File: config.mk
export PLATFORM = sky130hd
export DESIGN_NAME = cpu_sequencer_flat
export DESIGN_NICKNAME = d
export VERILOG_FILES = /design/src/rtl/cpu_sequencer_if.sv /design/src/rtl/cpu_sequencer.sv /design/src/flat_wrapper.sv
export SDC_FILE = /design/constraint.sdc
export NUM_CORES = 1
export LEC_CHECK = 0
export CAP_MARGIN = 25
export CORE_MARGIN = 2
export CORE_UTILIZATION = 30
export DETAILED_ROUTE_END_ITERATION = 7
export PLACE_DENSITY_LB_ADDON = 0.08
export SYNTH_ARGS = -nofsm -noshare
export SYNTH_HDL_FRONTEND = slang
export SYNTH_SLANG_ARGS = --single-unit
File: constraint.sdc
create_clock -name clk -period 1.9 [get_ports clk]
set_clock_uncertainty 0.1 [all_clocks]
set_input_delay 0.38 -clock clk [delete_from_list [all_inputs] [get_ports clk]]
set_output_delay 0.38 -clock clk [all_outputs]
set_load 0.005 [all_outputs]
File: src/rtl/cpu_sequencer_if.sv
// Program-memory fetch bus between cpu_sequencer (master) and program memory (slave).
interface cpu_sequencer_if #(
    parameter int AW = 4
);
    logic [AW-1:0] mem_addr;
    logic          mem_req;
    logic          mem_ack;
    logic [2:0]    Opcode;

    modport master (output mem_addr, output mem_req, input mem_ack, input Opcode);
    modport slave  (input mem_addr, input mem_req, output mem_ack, output Opcode);
endinterface

File: src/rtl/cpu_sequencer.sv
// Multi-cycle control unit for the X/Y/Z/ULA accumulator datapath.
// Optional macro SEQ_OVF_TRAP_EN: ADD/SUB overflow in EXEC halts instead of continuing.
module cpu_sequencer #(
    parameter int AW          = 4,
    parameter int ACK_TIMEOUT = 15
) (
    input  logic                  clk,
    input  logic                  rst,
    input  logic                  start,
    cpu_sequencer_if.master       mem,
    input  logic                  status,
    output logic [2:0]            Tx,
    output logic [2:0]            Ty,
    output logic [2:0]            Tz,
    output logic [2:0]            tula,
    output logic                  busy,
    output logic                  done,
    output logic                  fault,
    output logic                  ovf
);

    typedef enum logic [2:0] {S_IDLE, S_FETCH, S_DECODE, S_EXEC, S_HALTED} state_e;
    typedef enum logic [2:0] {OP_NOP, OP_LDX, OP_ADD, OP_SUB, OP_AND, OP_MOVY, OP_OUT, OP_HALT} op_e;
    typedef enum logic [2:0] {R_HOLD, R_LOAD, R_CLEAR, R_SHL, R_SHR} reg_e;
    typedef enum logic [2:0] {U_ADD, U_SUB, U_AND, U_OR, U_XOR, U_PASSX} ula_e;

    localparam logic [7:0] WAIT_LAST = 8'(ACK_TIMEOUT - 1);

    state_e        state_q, state_d;
    op_e           ir_q, ir_d;
    logic [AW-1:0] pc_q, pc_d;
    logic [7:0]    wait_q, wait_d;
    logic [2:0]    tx_q, tx_d, ty_q, ty_d, tz_q, tz_d, tula_q, tula_d;
    logic          req_q, req_d, busy_q, busy_d, done_q, done_d;
    logic          fault_q, fault_d, ovf_q, ovf_d;

    always_comb begin
        state_d = state_q;
        ir_d    = ir_q;
        pc_d    = pc_q;
        wait_d  = wait_q;
        fault_d = fault_q;
        ovf_d   = ovf_q;
        tx_d    = R_HOLD;
        ty_d    = R_HOLD;
        tz_d    = R_HOLD;
        tula_d  = U_ADD;

        case (state_q)
            S_IDLE, S_HALTED: begin
                if (start) begin
                    state_d = S_FETCH;
                    pc_d    = '0;
                    wait_d  = '0;
                    fault_d = 1'b0;
                    ovf_d   = 1'b0;
                end
            end
            S_FETCH: begin
                // ack on the final allowed cycle still wins over the timeout
                if (mem.mem_ack) begin
                    ir_d    = op_e'(mem.Opcode);
                    state_d = S_DECODE;
                end else if (wait_q == WAIT_LAST) begin
                    fault_d = 1'b1;
                    state_d = S_HALTED;
                end else begin
                    wait_d = wait_q + 8'd1;
                end
            end
            S_DECODE: begin
                if (ir_q == OP_HALT) begin
                    state_d = S_HALTED;
                end else if (ir_q == OP_NOP) begin
                    pc_d    = pc_q + AW'(1);
                    wait_d  = '0;
                    state_d = S_FETCH;
                end else begin
                    state_d = S_EXEC;
                    // codes are registered here so they are valid for the whole EXEC cycle
                    case (ir_q)
                        OP_LDX:  tx_d = R_LOAD;
                        OP_ADD:  begin ty_d = R_LOAD; tula_d = U_ADD;   end
                        OP_SUB:  begin ty_d = R_LOAD; tula_d = U_SUB;   end
                        OP_AND:  begin ty_d = R_LOAD; tula_d = U_AND;   end
                        OP_MOVY: begin ty_d = R_LOAD; tula_d = U_PASSX; end
                        OP_OUT:  tz_d = R_LOAD;
                        default: ;
                    endcase
                end
            end
            S_EXEC: begin
                pc_d    = pc_q + AW'(1);
                wait_d  = '0;
                state_d = S_FETCH;
                if ((ir_q == OP_ADD || ir_q == OP_SUB) && status) begin
                    ovf_d = 1'b1;
`ifdef SEQ_OVF_TRAP_EN
                    state_d = S_HALTED;
`else
                    state_d = S_FETCH;
`endif
                end
            end
            default: state_d = S_IDLE;
        endcase
    end

    assign req_d  = (state_d == S_FETCH);
    assign busy_d = (state_d == S_FETCH) || (state_d == S_DECODE) || (state_d == S_EXEC);
    assign done_d = (state_d == S_HALTED);

    always_ff @(posedge clk) begin
        if (rst) begin
            state_q <= S_IDLE;
            ir_q    <= OP_NOP;
            pc_q    <= '0;
            wait_q  <= '0;
            tx_q    <= '0;
            ty_q    <= '0;
            tz_q    <= '0;
            tula_q  <= '0;
            req_q   <= 1'b0;
            busy_q  <= 1'b0;
            done_q  <= 1'b0;
            fault_q <= 1'b0;
            ovf_q   <= 1'b0;
        end else begin
            state_q <= state_d;
            ir_q    <= ir_d;
            pc_q    <= pc_d;
            wait_q  <= wait_d;
            tx_q    <= tx_d;
            ty_q    <= ty_d;
            tz_q    <= tz_d;
            tula_q  <= tula_d;
            req_q   <= req_d;
            busy_q  <= busy_d;
            done_q  <= done_d;
            fault_q <= fault_d;
            ovf_q   <= ovf_d;
        end
    end

    assign mem.mem_addr = pc_q;
    assign mem.mem_req  = req_q;
    assign Tx    = tx_q;
    assign Ty    = ty_q;
    assign Tz    = tz_q;
    assign tula  = tula_q;
    assign busy  = busy_q;
    assign done  = done_q;
    assign fault = fault_q;
    assign ovf   = ovf_q;

endmodule

File: src/flat_wrapper.sv
// flat-port wrapper written by rule: the top's interface ports become plain ports
module cpu_sequencer_flat 
#(
    parameter int AW          = 4,
    parameter int ACK_TIMEOUT = 15
)
  (clk, rst, start, status, Tx, Ty, Tz, tula, busy, done, fault, ovf, mem_mem_addr, mem_mem_req, mem_mem_ack, mem_Opcode);
  cpu_sequencer_if #(.AW(AW)) mem_i ();
  input  logic clk;
  input  logic rst;
  input  logic start;
  input  logic status;
  output logic [2:0] Tx;
  output logic [2:0] Ty;
  output logic [2:0] Tz;
  output logic [2:0] tula;
  output logic busy;
  output logic done;
  output logic fault;
  output logic ovf;
  output wire logic [$bits(mem_i.mem_addr)-1:0] mem_mem_addr;
  output wire logic [$bits(mem_i.mem_req)-1:0] mem_mem_req;
  input wire logic [$bits(mem_i.mem_ack)-1:0] mem_mem_ack;
  input wire logic [$bits(mem_i.Opcode)-1:0] mem_Opcode;
  assign mem_mem_addr = mem_i.mem_addr;
  assign mem_mem_req = mem_i.mem_req;
  assign mem_i.mem_ack = mem_mem_ack;
  assign mem_i.Opcode = mem_Opcode;
  cpu_sequencer #(.AW(AW), .ACK_TIMEOUT(ACK_TIMEOUT)) u_core (.clk(clk), .rst(rst), .start(start), .mem(mem_i), .status(status), .Tx(Tx), .Ty(Ty), .Tz(Tz), .tula(tula), .busy(busy), .done(done), .fault(fault), .ovf(ovf));
endmodule
==> qor.tcl <==
set qor(detailroute.via_count) 1205
set qor(routability_cong) 0.741
set qor(part_of_the_power_in_combinational_logic_pct) 14.9
set qor(setup_crit_end_kind) {flip-flop}
set qor(syn_area_per_cell_sq_um) 8.80
set qor(numPlacedInstances) 244
set qor(cts_max_level) 2
set qor(critPathMaxFanout) 3
set qor(setup_viol) 0
set qor(numCtsBuffers) 5
set qor(run_status) {complete, no violations}
set qor(synth-edff-count) 0
set qor(cts_repair_resize_count) 0
set qor(worstPathCellList) {clkdlybuf4s50_1 > nand2b_1 > a21oi_2 > buf_4 > o211ai_2 > or3_1 > a21boi_1}
set qor(place.detailed.hpwl_um) 2390
set qor(fraction_of_power_spent_switching_nets_pct) 24.3
set qor(mostFrequentLayoutCell) {sky130_fd_sc_hd__dfxtp_1}
set qor(cellPowerDensity_nw_per_um2) 747
set qor(final_cell_count_no_fill) 252
set qor(postCtsSetupRepairBufs) 0
set qor(rsz_0062_raised_after_global_routing) {no}
set qor(drv.max_cap_violation_count) 0
set qor(mostFrequentLayoutCells) {29 x sky130_fd_sc_hd__dfxtp_1, 24 x sky130_fd_sc_hd__buf_4, 22 x sky130_fd_sc_hd__clkdlybuf4s50_1, 20 x sky130_fd_sc_hd__nor2_1, 9 x sky130_fd_sc_hd__a21oi_1}
set qor(path_clk_slew_ns) 0.06
set qor(yosys_warnings) 0
set qor(top_level_i_o_count) 29
set qor(critPathLaunchType) {input port}
set qor(slew_limit_fails) 0
set qor(timing.critical_path.arrival_ns) 1.85
set qor(commonest_register_cell_after_synthesis) {sky130_fd_sc_hd__dfxtp_1}
set qor(globalRoute.totalOverflow) 0
set qor(port_buffer_cells) 22
set qor(fillerInstances) 447
set qor(yosys.area.top_type_share_pct) 42.3
set qor(worst_ir_drop_vdd_mv) 0.366
set qor(drt_first_pass_iters) 4
set qor(dr.first_iter.drc_count) 56
set qor(worstPathRequired_ns) 2.00
set qor(ys_async_sr_fraction_pct) 0
set qor(critical_path.top_delay_family) {buffers and inverters}
set qor(clock_power_share_pct) 39.6
set qor(number_of_antenna_violations_at_the_first_check_in_global_routing) 0
set qor(core.rowCount) 24
set qor(clock.fmax_mhz) 571
set qor(worstSetupPathType) {input port to flip-flop}
set qor(drc_errors) 0
set qor(clock_insertion_delay_worst_skew_ns) 0.27
set qor(routed_via_density) 4.78
set qor(antenna_violating_nets_post_route) 0
set qor(critical_path.slowest_cell) {sky130_fd_sc_hd__clkdlybuf4s50_1}
set qor(dieArea_sq_um) 5130
set qor(final_hold_viol_count) 0
set qor(finalSetupTns_ns) 0
set qor(postRouteWirelength_um) 3080
set qor(whs_ns) 0.385
set qor(ff2ff_setup_slack_ns) 0.16
set qor(diodes) 0
set qor(finalCriticalPeriod_ns) 1.75
set qor(grt_start_max_net_pins) 12
set qor(fin_crit_sh_pct) 92.2
set qor(nNetsFinal) 210
set qor(min-delay-path-class) {flip-flop to flip-flop}
set qor(yosysSeqAreaShare_pct) 42.3
set qor(cts-root-to-sink-buffers) 2
set qor(floorplan.core_area_sq_um) 4380
set qor(synth_cell_types) 44
set qor(areaGrowthSynthToFinish_pct) 37.0
set qor(die_width_um) 71.6
set qor(synth.ff_latch_count) 29
set qor(first_pass_grt_wire_length_um) 5150
set qor(overall_track_demand_over_capacity_in_global_routing_pct) 13.0
set qor(synth.top_cells.by_area) {sky130_fd_sc_hd__dfxtp_1 42%, sky130_fd_sc_hd__nor2_1 5.5%, sky130_fd_sc_hd__buf_4 3.8%, sky130_fd_sc_hd__a21oi_1 3.3%, sky130_fd_sc_hd__ha_1 2.7%}
set qor(power.switching_w) 0.000342
set qor(post_drt_wl_per_cell_um) 12.2
set qor(postSynthCellCount) 156
set qor(finish.instance_area_sq_um) 1880
set qor(path_buf_inv) 2
set qor(vias_in_the_first_global_route) 1141
set qor(starting_density_pct) 31.3
set qor(cts_root_buffer) {sky130_fd_sc_hd__clkbuf_8}
set qor(postCtsHoldBufs) 0
set qor(cpPeakStageDelay_ns) 0.41
set qor(total_leakage_power_nw) 0.705
set qor(fraction_of_final_layout_cells_sized_beyond_drive_strength_1_pct) 21.5
set qor(clock_sinks) 29
set qor(synth.cell_area_sq_um) 1370
set qor(synth_area_leader_cell) {sky130_fd_sc_hd__dfxtp_1}
set qor(fp.dieH_um) 71.6
set qor(cts_tree) {done}
set qor(internal_pwr_total_w) 0.00106
set qor(place_area_sq_um) 1780
set qor(sequentialPowerShare_pct) 45.5
[power groups by stage]
stage	Clock (W)	Sequential [W]	Combinational, W
6_report	0.000556	0.000640	0.000210
5_1_grt	0.000619	0.000642	0.000231
4_1_cts	0.000581	0.000639	0.000211
3_5_place_dp	0	0.000653	0.000210
3_3_place_gp	0	0.000653	0.000208
2_1_floorplan	0	0.000650	0.000116
[cells by family (layout without fill, tap and decap cells)]
kind of cell | Yosys count | after routing | synth area share (%)
multiplexers | 3 | 3 | 2.19
other | 1 | 6 | 0.273
AO/OA/AOI/OAI | 28 | 28 | 14.5
XOR/XNOR | 6 | 6 | 3.83
adder cells (fa/ha/maj) | 3 | 3 | 2.74
buffers and inverters | 20 | 59 | 8.20
flip-flops | 29 | 29 | 42.3
AND/OR/NAND/NOR | 66 | 66 | 26.0
[final timing paths]
kind / start / endpoint / depth (start not counted)
hold reg to reg: u_core.ovf / u_core.ovf / 2
setup reg to reg: u_core.wait_q[0] / u_core.mem.mem_req / 7
hold / removal: u_core.ovf / u_core.ovf / 2
setup / recovery: mem_mem_ack / u_core.mem.mem_addr[3] / 7
[worst reg2reg max path, stage by stage, from the launching register on]
cell and delay (ns):
sky130_fd_sc_hd__dfxtp_1 0.33, sky130_fd_sc_hd__inv_1 0.04, sky130_fd_sc_hd__ha_1 0.18, sky130_fd_sc_hd__and3_1 0.21, sky130_fd_sc_hd__and4b_1 0.23, sky130_fd_sc_hd__o22ai_1 0.21
sky130_fd_sc_hd__nand2b_1 0.12, sky130_fd_sc_hd__nor3b_1 0.22
[final cells by class]
type                       instances  area [sq um]  area share [%]
timing repair buffer              47           420            22.4
tap                               52          65.1            3.46
inverter                           4          15.0           0.798
clock inverter                     1          5.00           0.266
multi-input combinational        112           698            37.1
clock buffer                       7          96.3            5.12
sequential                        29           581            30.9
[cells in the mapped netlist, drive strengths merged, types with 2 or more instances]
cell type	n
a211oi	2
a21oi	10
and2	3
and3	2
buf	11
clkbuf	5
dfxtp	29
ha	3
inv	4
mux2i	3
nand2	6
nand2b	6
nand3	5
nand4	2
nor2	21
nor3	4
nor3b	2
nor4	6
o2111ai	3
o211ai	2
o21ai	6
or3	5
xnor2	2
xor2	4
[per-layer routing]
layer	part of all wire (%)	wire, um	vias up	GRT usage, %
met5	0	0	-	0
met4	1.3	39	0	4.61
met3	5.8	178	5	5.77
met2	41	1270	28	18.1
met1	52	1590	551	17.6
li1	-	-	621	-
[registers in the layout (all words and copies together) (netlist names)]
name,cells
u_core.busy,1
u_core.mem.mem_req,1
u_core.done,1
u_core.fault,1
u_core.ir_q,3
u_core.Tx,1
u_core.mem.mem_addr,4
u_core.state_q,3
u_core.wait_q,8
u_core.Ty,1
u_core.tula,3
u_core.ovf,1
u_core.Tz,1
[stage by stage]
stage               total power, W  util, %  setup slack (ns)
floorplan                 0.000767        -             0.233
global placement          0.000861     40.6            -0.101
detailed placement        0.000863     40.6            -0.144
CTS                        0.00143     42.9             0.147
global route               0.00149     42.9            0.0653
finish                     0.00141     42.9             0.148
No activity file was read; power rests on OpenSTA's default activity.
